## src/rtl/alu_sequencer.sv

```systemverilog
// Multicycle control sequencer: steps fetch/decode/execute states, drives datapath
// strobes combinationally from the current state, and counts retired instructions.
module alu_sequencer #(
    parameter int CNT_W = 16
) (
    input  logic             clock,
    input  logic             reset_n,
    input  logic [6:0]       Opcode,
    input  logic             Zero,
    input  logic             MemReady,
    output logic             PCWrite,
    output logic             IorD,
    output logic             MemRead,
    output logic             MemWrite,
    output logic             IRWrite,
    output logic             MemtoReg,
    output logic             RegWrite,
    output logic             ALUSrcA,
    output logic             PCSource,
    output logic [1:0]       ALUSrcB,
    output logic [2:0]       ALUOP,
    output logic             Illegal,
    output logic [3:0]       State,
    output logic [CNT_W-1:0] Retired
);

    typedef enum logic [3:0] {
        FETCH     = 4'd0,
        DECODE    = 4'd1,
        MEM_ADDR  = 4'd2,
        MEM_READ  = 4'd3,
        MEM_WB    = 4'd4,
        MEM_WRITE = 4'd5,
        EXEC_R    = 4'd6,
        R_WB      = 4'd7,
        BRANCH    = 4'd8,
        EXEC_I    = 4'd9,
        I_WB      = 4'd10,
        TRAP      = 4'd11
    } state_t;

    localparam logic [6:0] OP_LD  = 7'b0000011;
    localparam logic [6:0] OP_SD  = 7'b0100011;
    localparam logic [6:0] OP_R   = 7'b0110011;
    localparam logic [6:0] OP_BEQ = 7'b1100011;
    localparam logic [6:0] OP_ORI = 7'b0010011;

    state_t           state_r;
    state_t           next_s;
    logic             illegal_r;
    logic [CNT_W-1:0] retired_r;
    logic             retire_s;

    // Next-state selection; unused codes recover to FETCH.
    always_comb begin
        next_s = FETCH;
        case (state_r)
            FETCH:     next_s = MemReady ? DECODE : FETCH;
            DECODE: begin
                case (Opcode)
                    OP_LD, OP_SD: next_s = MEM_ADDR;
                    OP_R:         next_s = EXEC_R;
                    OP_BEQ:       next_s = BRANCH;
                    OP_ORI:       next_s = EXEC_I;
                    default:      next_s = TRAP;
                endcase
            end
            MEM_ADDR:  next_s = (Opcode == OP_LD) ? MEM_READ : MEM_WRITE;
            MEM_READ:  next_s = MemReady ? MEM_WB : MEM_READ;
            MEM_WB:    next_s = FETCH;
            MEM_WRITE: next_s = MemReady ? FETCH : MEM_WRITE;
            EXEC_R:    next_s = R_WB;
            R_WB:      next_s = FETCH;
            BRANCH:    next_s = FETCH;
            EXEC_I:    next_s = I_WB;
            I_WB:      next_s = FETCH;
            TRAP:      next_s = TRAP;
            default:   next_s = FETCH;
        endcase
    end

    // An instruction retires on the edge leaving its final state.
    always_comb begin
        retire_s = 1'b0;
        case (state_r)
            MEM_WB, R_WB, I_WB, BRANCH: retire_s = 1'b1;
            MEM_WRITE:                  retire_s = MemReady;
            default:                    retire_s = 1'b0;
        endcase
    end

    // State, sticky illegal flag and retired counter.
    always_ff @(posedge clock or negedge reset_n) begin
        if (!reset_n) begin
            state_r   <= FETCH;
            illegal_r <= 1'b0;
            retired_r <= {CNT_W{1'b0}};
        end else begin
            state_r <= next_s;
            if (next_s == TRAP) begin
                illegal_r <= 1'b1;
            end else begin
                illegal_r <= illegal_r;
            end
            if (retire_s) begin
                retired_r <= retired_r + {{(CNT_W-1){1'b0}}, 1'b1};
            end else begin
                retired_r <= retired_r;
            end
        end
    end

    // Datapath control decode; combinational so strobes drop the moment reset hits.
    always_comb begin
        PCWrite  = 1'b0;
        IorD     = 1'b0;
        MemRead  = 1'b0;
        MemWrite = 1'b0;
        IRWrite  = 1'b0;
        MemtoReg = 1'b0;
        RegWrite = 1'b0;
        ALUSrcA  = 1'b0;
        PCSource = 1'b0;
        ALUSrcB  = 2'b00;
        ALUOP    = 3'b000;
        case (state_r)
            FETCH: begin
                MemRead = 1'b1;
                ALUSrcB = 2'b01;
                IRWrite = MemReady;
                PCWrite = MemReady;
            end
            DECODE:   ALUSrcB = 2'b10;
            MEM_ADDR: begin
                ALUSrcA = 1'b1;
                ALUSrcB = 2'b10;
            end
            MEM_READ: begin
                MemRead = 1'b1;
                IorD    = 1'b1;
            end
            MEM_WB: begin
                RegWrite = 1'b1;
                MemtoReg = 1'b1;
            end
            MEM_WRITE: begin
                MemWrite = 1'b1;
                IorD     = 1'b1;
            end
            EXEC_R: begin
                ALUSrcA = 1'b1;
                ALUOP   = 3'b010;
            end
            R_WB:     RegWrite = 1'b1;
            BRANCH: begin
                ALUSrcA  = 1'b1;
                ALUOP    = 3'b001;
                PCSource = 1'b1;
                PCWrite  = Zero;
            end
            EXEC_I: begin
                ALUSrcA = 1'b1;
                ALUSrcB = 2'b10;
                ALUOP   = 3'b011;
            end
            I_WB:     RegWrite = 1'b1;
            default: begin
                PCWrite = 1'b0;
            end
        endcase
    end

    assign Illegal = illegal_r;
    assign State   = state_r;
    assign Retired = retired_r;

endmodule

```

## config.mk

```make
export PLATFORM = sky130hd
export DESIGN_NAME = alu_sequencer
export DESIGN_NICKNAME = d
export VERILOG_FILES = /design/src/rtl/alu_sequencer.sv
export SDC_FILE = /design/constraint.sdc
export NUM_CORES = 1
export LEC_CHECK = 0
export CAP_MARGIN = 30
export CELL_PAD_IN_SITES_DETAIL_PLACEMENT = 0
export CELL_PAD_IN_SITES_GLOBAL_PLACEMENT = 1
export CORE_ASPECT_RATIO = 2
export CORE_MARGIN = 3
export CORE_UTILIZATION = 33
export CTS_CLUSTER_DIAMETER = 60
export DETAILED_ROUTE_END_ITERATION = 10
export GPL_TIMING_DRIVEN = 0
export PLACE_DENSITY = 0.76
export SKIP_CTS_REPAIR_TIMING = 1
export SYNTH_ARGS = -nofsm -noshare
export SYNTH_HDL_FRONTEND = slang
export SYNTH_SLANG_ARGS = --single-unit
```

## constraint.sdc

```tcl
create_clock -name clock -period 1.83 [get_ports clock]
set_input_delay 0.366 -clock clock [delete_from_list [all_inputs] [get_ports clock]]
set_output_delay 0.366 -clock clock [all_outputs]
set_load 0.03 [all_outputs]
```

-- Yosys cells after proc, flatten, opt, wreduce, memory -nomap -nowiden
Cells that the tools add are included.
- bits of input ports: 11
- output and inout port bits: 35
- word-level logic and storage cells: 47
- flip-flop bits (word level): 21
- add/sub/neg operators: 1
- multiplexer cells: 18
- equal/unequal tests: 17
- reduce and logical (&&, ||, !) cells: 8
- operators by type and width (operator ; count):
    $pmux W4 S8 ; 1
    $eq A4 B4 Y1 const B ; 5
    $add A16 B1 Y16 const B ; 1
    $eq A4 B3 Y1 const B ; 4
    $pmux W4 S4 ; 1
    $eq A7 B6 Y1 const B ; 2
    $mux W1 ; 9
    $mux W3 ; 3
    $eq A4 B2 Y1 const B ; 2
    $reduce_or A4 Y1 ; 2
    $eq A7 B2 Y1 const B ; 1
    $eq A7 B5 Y1 const B ; 1
    $eq A7 B7 Y1 const B ; 1
    $pmux W2 S3 ; 1
    $reduce_or A2 Y1 ; 3
    $reduce_or A3 Y1 ; 2
    $eq A4 B1 Y1 const B ; 1
    $logic_not A4 Y1 ; 1
    $pmux W1 S2 ; 2
    $pmux W2 S2 ; 1

-- Logic depth before layout (Yosys ltp)
- depth in word-level cells: 5
- depth in mapped cells: 6
- mapped depth without buffers: 5

-- Worst setup path before layout
Ideal clock, no wire load.
- path type: flip-flop to output port
- start point: reg state_r[1] (netlist: State[1])
- end point: out PCWrite
- arrival time: 2.555 ns
- path slack: -1.091 ns
- cell stages (with the launch flop): 5
- data required time: 1.464 ns
- path buffers: 1
- cell sequence: dfrtp_1 clkbuf_1 nor4_1 and2_1 a21o_1
- longest elaborated chain between the ends: 2
- elaborated cells between the ends (all ways): 3
- classes of those cells: eq/ne: 1; mux: 1; reduce/logical: 1
- ends and longest elaborated chain (item ; RTL line ; text):
    start: declaration ; 48 ; state_t state_r;
    start signal: assignment ; 99 ; state_r <= next_s;
    $eq A4 B4 Y1 / $logic_not A4 Y1 (equally long branches) ; 126 ; case (state_r)
    $pmux W1 S2 * ; 126 ;
    end: declaration ; 11 ; output logic PCWrite,
Mark *: on every way between the ends. The rest lies on a longest branch, timed or not.

-- Worst setup path after layout
Ends and elaborated chain as after synthesis.

==> metrics.txt <==
Synth area leaders dfrtp_1 40%, xnor2_1 8.0%, nand4_1 4.8%; Worst IR Drop VDD 1.15 mV; Switching Share 46.9%; Final setup viols 2; crit path max-delay cell type dfrtp_2; P per Cell Area 1530 nW/um^2; worst hold path type primary input to async pin; crit path cell chain buf_6, nor4_4, and2_4, a21o_4, buf_6; Vias 1,315; sequential fraction of the synthesis area 40.0%; CTS tree built; Worst Skew 0.00741 ns; slack of the critical path -0.0142 ns; Crit path max-delay family flip-flops; post-synth top area share 40.0%; IO buf count 44; cell area after synthesis 1320 um^2; Sw Pwr 0.00149 W; unrepaired setup endpoints after global routing true; initial antenna violation count 0; die height 95.3 um; most frequent cell after synthesis dfrtp_1; Ports 46; Starting Density 35.3%; syn nets 149; clock sinks 21; critical path data arrival time 1.48 ns; #FFs+latches synth 21; fin util 55.6%; Nets 211; Root Buffer clkbuf_8; most used flip-flop cell after synthesis dfrtp_1; kind of critical path flip-flop to output port; DIE AREA 4820 um^2; Avg Synthesized Cell Area 9.60 um^2; Setup crit end kind output port; Comb pwr share 67.6%; n_diodes 0; Synth Instances 137; antenna viol nets, final 0; critical path peak fanout 10; FMAX 542 MHz; distinct cell type count after synthesis 45; Starting DRT DRC Count 30; DRC viols 0; total power 0.00318 W; Crit path top cell by count buf_6; routed len/inst 15.8 um; die width 50.6 um; P_int 0.00168 W; cell row count 31; Skew-Pair Late Insertion Delay 0.26 ns; Post-Place Setup Slack -0.437 ns; Vias/cell 5.32; fin crit share 101%; first-pass GRT wire length 6240 um; Core ar. 3720 um^2; pin count of the biggest net entering global routing 22; EDFF count, synth 0; Clk pwr share 9.5%; Synth area leader dfrtp_1; Static Leakage 0.943 nW; GPL Wtd Cong 0.815; Final Hold Fails 0; max-slew violations 0; synthesis-to-finish area growth 57.4%; async set-reset flop share out of synthesis 100%; DR pass1 iterations 4; status finished with violations; slew of the pin with the lowest slew margin 0.530 ns; Max-cap violations 0; CTS buffer count 3; failing checks setup timing; Max clock buf depth 2; slowest stage delay, CP 0.45 ns; crit start category flip-flop; Post-synth top cells 21 x dfrtp_1, 12 x xnor2_1, 10 x nand2_1, 10 x nand4_1, 7 x nor3_1; CP Buf/Inv Count 2; clock-pin slew on the worst setup and hold paths 0.08 ns; Seq pwr share 22.9%; fillers 360; layout cells sized above 1 26.3%; yosys warns 0; Total GRT Usage 16.4%; DRT Wirelength 3900 um; CP required 1.46 ns; dpl hpwl 3020 um; total congestion overflow 0; vias in the first global route 1,369; Rel. slew slack 64.5%; H-tree depth 1; min Tclk post-route 1.84 ns
## layout make-up
cell class	count	area, um^2	area share [%]
Inverter	4	15.0	0.726
Multi-Input combinational cell	106	811	39.2
Clock inverter	1	5.00	0.242
Buffer	6	67.6	3.26
Tap cell	49	61.3	2.96
Timing Repair Buffer	57	538	26.0
Clock buffer	3	41.3	2.00
Sequential cell	21	531	25.6
## kinds of logic (layout without fill, tap and decap cells)
logic type	Yosys count	in the layout	share of synthesized area [%]
and+or+nand+nor	62	62	28.2
AOI/OAI and AO/OA	23	23	13.4
DFF	21	21	40.0
xor gates and xnor gates	16	16	10.7
buffers and inverters	10	71	4.19
muxes	3	3	2.38
adders and majority gates	1	1	0.951
other	1	1	0.285
## registers in the layout (all words and copies together), names as in the netlist
signal   flops
Illegal      1
Retired     16
State        4
## power by group through the flow
stage / Clock [W] / Sequential (W) / Combinational [W]
after floorplan: 0 / 0.000910 / 0.00105
after global placement: 0 / 0.000736 / 0.00190
after detailed placement: 0 / 0.000738 / 0.00191
after CTS: 0.000312 / 0.000730 / 0.00192
after global routing: 0.000323 / 0.000751 / 0.00230
final: 0.000302 / 0.000726 / 0.00215
## stage by stage
stage	TNS (ns)	hold slack (ns)	cells	area, um^2
6_report	-0.0213	0.450	247	2070
5_1_grt	-0.243	0.490	247	2070
4_1_cts	-7.00	0.484	234	1910
3_5_place_dp	-7.45	0.471	230	1870
3_3_place_gp	-7.24	0.457	230	1870
2_1_floorplan	-0.226	0.0704	137	1360
## layer usage
metal	global-route usage, %	part of all wire (%)
met1	16.1	35
met2	33.4	59
met3	2.03	3.8
met4	5.39	2.1
met5	0	0
## placed cells by master, fill, tap and decap left out, types with 2 or more instances in the layout
master            n
clkdlybuf4s50_1  27
dfrtp_1          17
xnor2_1          12
buf_4            11
nand2_1          10
nand4_1          10
buf_6             8
dlymetal6s2s_1    7
and3_1            6
clkbuf_2          6
nor2_1            5
nor3_1            5
dfrtp_2           4
inv_1             4
o21ai_0           4
a21oi_1           4
xor2_1            4
nand3_1           3
clkbuf_8          3
nand2b_2          2
nor3b_1           2
o21ai_1           2
nand2b_1          2
mux2i_1           2
a221oi_1          2
nor3_2            2
nor4b_2           2
buf_2             2
## path summary, 6_finish.rpt
check / from / endpoint / slack, ns / depth (start not counted)
worst min register to register: Retired[15] / Retired[15] / 0.48 / 1
min in group clock: Retired[15] / Retired[15] / 0.48 / 1
worst max register to register: State[0] / Retired[1] / 0.06 / 6
worst min-delay path: reset_n / Retired[7] / 0.45 / 1
worst max-delay path: State[1] / PCWrite / -0.01 / 5
max in group asynchronous: reset_n / State[3] / 0.89 / 2
No activity file was read; power rests on OpenSTA's default activity.
==> RTL edit 1: new RTL, config.mk and constraints unchanged <==
Make the reset (`reset_n`) synchronous in one clocked block.
--- a/src/rtl/alu_sequencer.sv
+++ b/src/rtl/alu_sequencer.sv
@@ -90,7 +90,7 @@
     end
 
     // State, sticky illegal flag and retired counter.
-    always_ff @(posedge clock or negedge reset_n) begin
+    always_ff @(posedge clock) begin
         if (!reset_n) begin
             state_r   <= FETCH;
             illegal_r <= 1'b0;
Behaviour: differs if reset_n is asserted again (counterexample within 4 cycles, from zero or initial values and one cycle with reset_n low); with reset_n held inactive, the same outputs for 10 cycles.
==> RTL edit 1 against the unedited design <==
  * The flow still finishes with violations (negative setup slack)
  * Clock skew up 0.0013 ns
  * Sequential cell count is the same
  * Total power fell by 21%
  * Setup slack worse by 0.085 ns
  * Area after synthesis is 0.86% higher
  * Count of clock-buffer cells in the layout unchanged
  * Routed wire length increased by 12%
  * Final area down 0.91%
  * Sequential share of layout area decreased by 4.6 points
  * Largest cell class unchanged
  * Highest routed layer unchanged
==> RTL edit 1: results (changes against the unedited design) <==
DRT met1 WL - 1530 um (was 1360 um)
largest net degree at the start of global routing - 14 (was 22)
Routed met2 length - 2600 um (was 2310 um)
GRT Resource Usage Total - 0.181 (was 0.164)
DP Cell Count - 262 (was 230)
fillcell total - 385 (was 360)
Layout Nets - 233 (was 211)
net count after synthesis - 179 (was 149)
HPWL Detailed - 3270 um (was 3020 um)
Seq/Total Area, Yosys - 0.317 (was 0.400)
share of cells above drive strength 1 - 0.236 (was 0.263)
most common library cells after synthesis - 21 x dfxtp_1, 17 x a21oi_1, 10 x o31ai_1, 10 x or4_1, 9 x nor2_1 (was 21 x dfrtp_1, 12 x xnor2_1, 10 x nand2_1, 10 x nand4_1, 7 x nor3_1)
failing checks - negative setup slack (unchanged)
Seq. cell area - 430 um^2 (was 531 um^2)
worst-margin pin slew - 0.606 ns (was 0.530 ns)
Static Leak - 0.845 nW (was 0.943 nW)
sequential group power - 0.000609 W (was 0.000726 W)
setup ws final - -0.0997 ns (was -0.0142 ns)
post-synthesis cell type count - 44 (was 45)
TritonRoute pass-1 iters - 6 (was 4)
status - finished with violations (unchanged)
setup violators final - 4 (was 2)
RePlAce Congestion - 0.873 (was 0.815)
Vias per Instance - 5.69 (was 5.32)
post-synthesis adder-cell area fraction - 0.00943 (was 0.00951)
first-pass GRT wire length - 6710 um (was 6240 um)
CP max stage delay - 0.38 ns (was 0.45 ns)
-- RTL edit 1: cell types whose count changed in the layout (fill, tap and decap cells not counted), moves of 4 or more --
cell      change
clkbuf_2      -4
a21oi_1      +13
nand4_1       -6
or4_1        +10
nor3_1        -4
dfrtp_1      -17
xnor2_1      -11
nand3_1       +4
dfrtp_2       -4
dfxtp_1      +17
o31ai_1      +10
-- RTL edit 1: worst paths after layout --
path / startpoint / to / slack [ns] / cells past startpoint
hold / removal: Retired[15] / Retired[15] / 0.49 / 2
hold reg to reg: Retired[15] / Retired[15] / 0.49 / 2
setup reg to reg: State[0] / Retired[1] / 0.07 / 6
setup / recovery: State[2] / PCWrite / -0.1 / 6
-- RTL edit 1: area by class of cell --
cell class	instances	share of cell area
Buffer	11	0.0390
Clock buffer	3	0.0201
Inverter	4	0.00732
Timing Repair Buffer	49	0.232
Tap cell	51	0.0311
Clock inverter	1	0.00366
Multi-Input combinational cell	131	0.457
Sequential cell	21	0.210
==> RTL edit 2: new RTL, config.mk and constraints unchanged <==
Without the edit above. `CNT_W`: 16 -> 32.
--- a/src/rtl/alu_sequencer.sv
+++ b/src/rtl/alu_sequencer.sv
@@ -1,7 +1,7 @@
 // Multicycle control sequencer: steps fetch/decode/execute states, drives datapath
 // strobes combinationally from the current state, and counts retired instructions.
 module alu_sequencer #(
-    parameter int CNT_W = 16
+    parameter int CNT_W = 32
 ) (
     input  logic             clock,
     input  logic             reset_n,
Ports: changed (resized Retired); port bits go from 46 to 62. No check against the original RTL was run, so the function may have changed too.
==> RTL edit 2 against the unedited design <==
  * The run still ends with negative setup slack left
  * Area after synthesis rose by 53%
  * Critical path depth stayed put
  * Worst hold slack worse by 0.27 ns
  * Sequential cell count rose by 16
  * Sequential share of layout area is 4.4 points higher
  * Final area up 50%
  * Count of clock-buffer cells in the layout increased by 3
  * Non-clock buffer count grew 13
  * Routed wire length grew 33%
  * Setup slack worse by 0.072 ns
  * Clock skew down 0.0027 ns
  * Clock power rose to 2.9 times the old value
  * Total power increased by 29%
==> RTL edit 2: results (changes against the unedited design) <==
multi-input gates - 149 (was 106)
largest net degree at the start of global routing - 38 (was 22)
share of cells above drive strength 1 - 0.245 (was 0.263)
synthesized flop and latch total - 37 (was 21)
Vias per Instance - 5.16 (was 5.32)
Largest register FFs - 32 (was 16)
Internal Power - 0.00243 W (was 0.00168 W)
Clock transition at path regs - 0.06 ns (was 0.08 ns)
multi-input logic area - 1140 um^2 (was 811 um^2)
HPWL Detailed - 3770 um (was 3020 um)
Mapped Cells - 205 (was 137)
Area Growth Syn to Fin - 54.4% (was 57.4%)
top cells by area, synth - dfrtp_1 46%, xnor2_1 7.0%, xor2_1 7.0% (was dfrtp_1 40%, xnor2_1 8.0%, nand4_1 4.8%)
clock root cell - clkbuf_16 (was clkbuf_8)
Critical Path AT - 1.55 ns (was 1.48 ns)
DR iter-0 viols - 55 (was 30)
Clk Latency, worst-skew pair - 0.28 ns (was 0.26 ns)
clock network power - 0.000878 W (was 0.000302 W)
vias in the first global route - 1773 (was 1369)
IO buf count - 60 (was 44)
Signal buf overhead - 0.243 (was 0.293)
setup ws final - -0.0863 ns (was -0.0142 ns)
status - finished with violations (unchanged)
DP Area - 2760 um^2 (was 1870 um^2)
Static Leak - 1.50 nW (was 0.943 nW)
Clock Skew - 0.00471 ns (was 0.00741 ns)
Signal inverters - 12 (was 4)
Worst R2R End - Retired[22] (was Retired[1])
GRT Resource Usage Total - 0.162 (was 0.164)
worst-margin pin slew - 0.841 ns (was 0.530 ns)
post-synthesis cell type count - 41 (was 45)
failing checks - negative setup slack (unchanged)
setup violators final - 18 (was 2)
Layout Nets - 293 (was 211)
RTL edit 2: cell count changes after synthesis, moves of 4 or more:
cell	delta
nand3_1	+4
nor3_2	+4
xnor2_1	+4
nor3_1	+5
dfrtp_1	+16
nor2_1	+12
inv_1	+8
nand2_1	+8
xor2_1	+12
RTL edit 2: logic make-up after synthesis:
logic type / Yosys count / synth area share
AO/OA/AOI/OAI: 26 / 0.0948
XOR/XNOR: 32 / 0.140
adder cells (fa/ha/maj): 1 / 0.00624
buffers and inverters: 19 / 0.0424
flip-flops: 37 / 0.462
multiplexers: 2 / 0.0112
other: 1 / 0.00187
AND/OR/NAND/NOR: 87 / 0.242
RTL edit 2: worst min-delay path by stage:
| stage | startpoint | endpoint | slack (ns) |
|---|---|---|---|
| after floorplan | reset_n | Illegal | 0.07 |
| final | reset_n | Retired[10] | 0.18 |
| after global routing | reset_n | Retired[9] | 0.24 |
| after detailed placement | Retired[31] | Retired[31] | 0.46 |
| after CTS | reset_n | Retired[10] | 0.21 |
| after global placement | Retired[31] | Retired[31] | 0.46 |
RTL edit 2: through the flow:
stage	setup slack, ns	setup TNS (ns)
after floorplan	-0.134	-0.217
after global placement	-0.642	-36.98
after detailed placement	-0.622	-18.82
after CTS	-0.770	-12.79
after global routing	-0.141	-2.03
final	-0.0863	-0.527
RTL edit 2: metal layers:
layer	vias up	wire, um	GRT usage
met1	858	1960	0.185
met4	0	91	0.0651
li1	855	-	-
met5	-	0	0
met2	49	2870	0.280
met3	7	241	0.0365
RTL edit 2: critical path, delay by kind of cell (launching register included):
family | cells | cell delay [ns]
compound gates | 1 | 0.13
buf+inv | 2 | 0.30
mux | 1 | 0.28
flops | 1 | 0.41
simple gates | 1 | 0.15
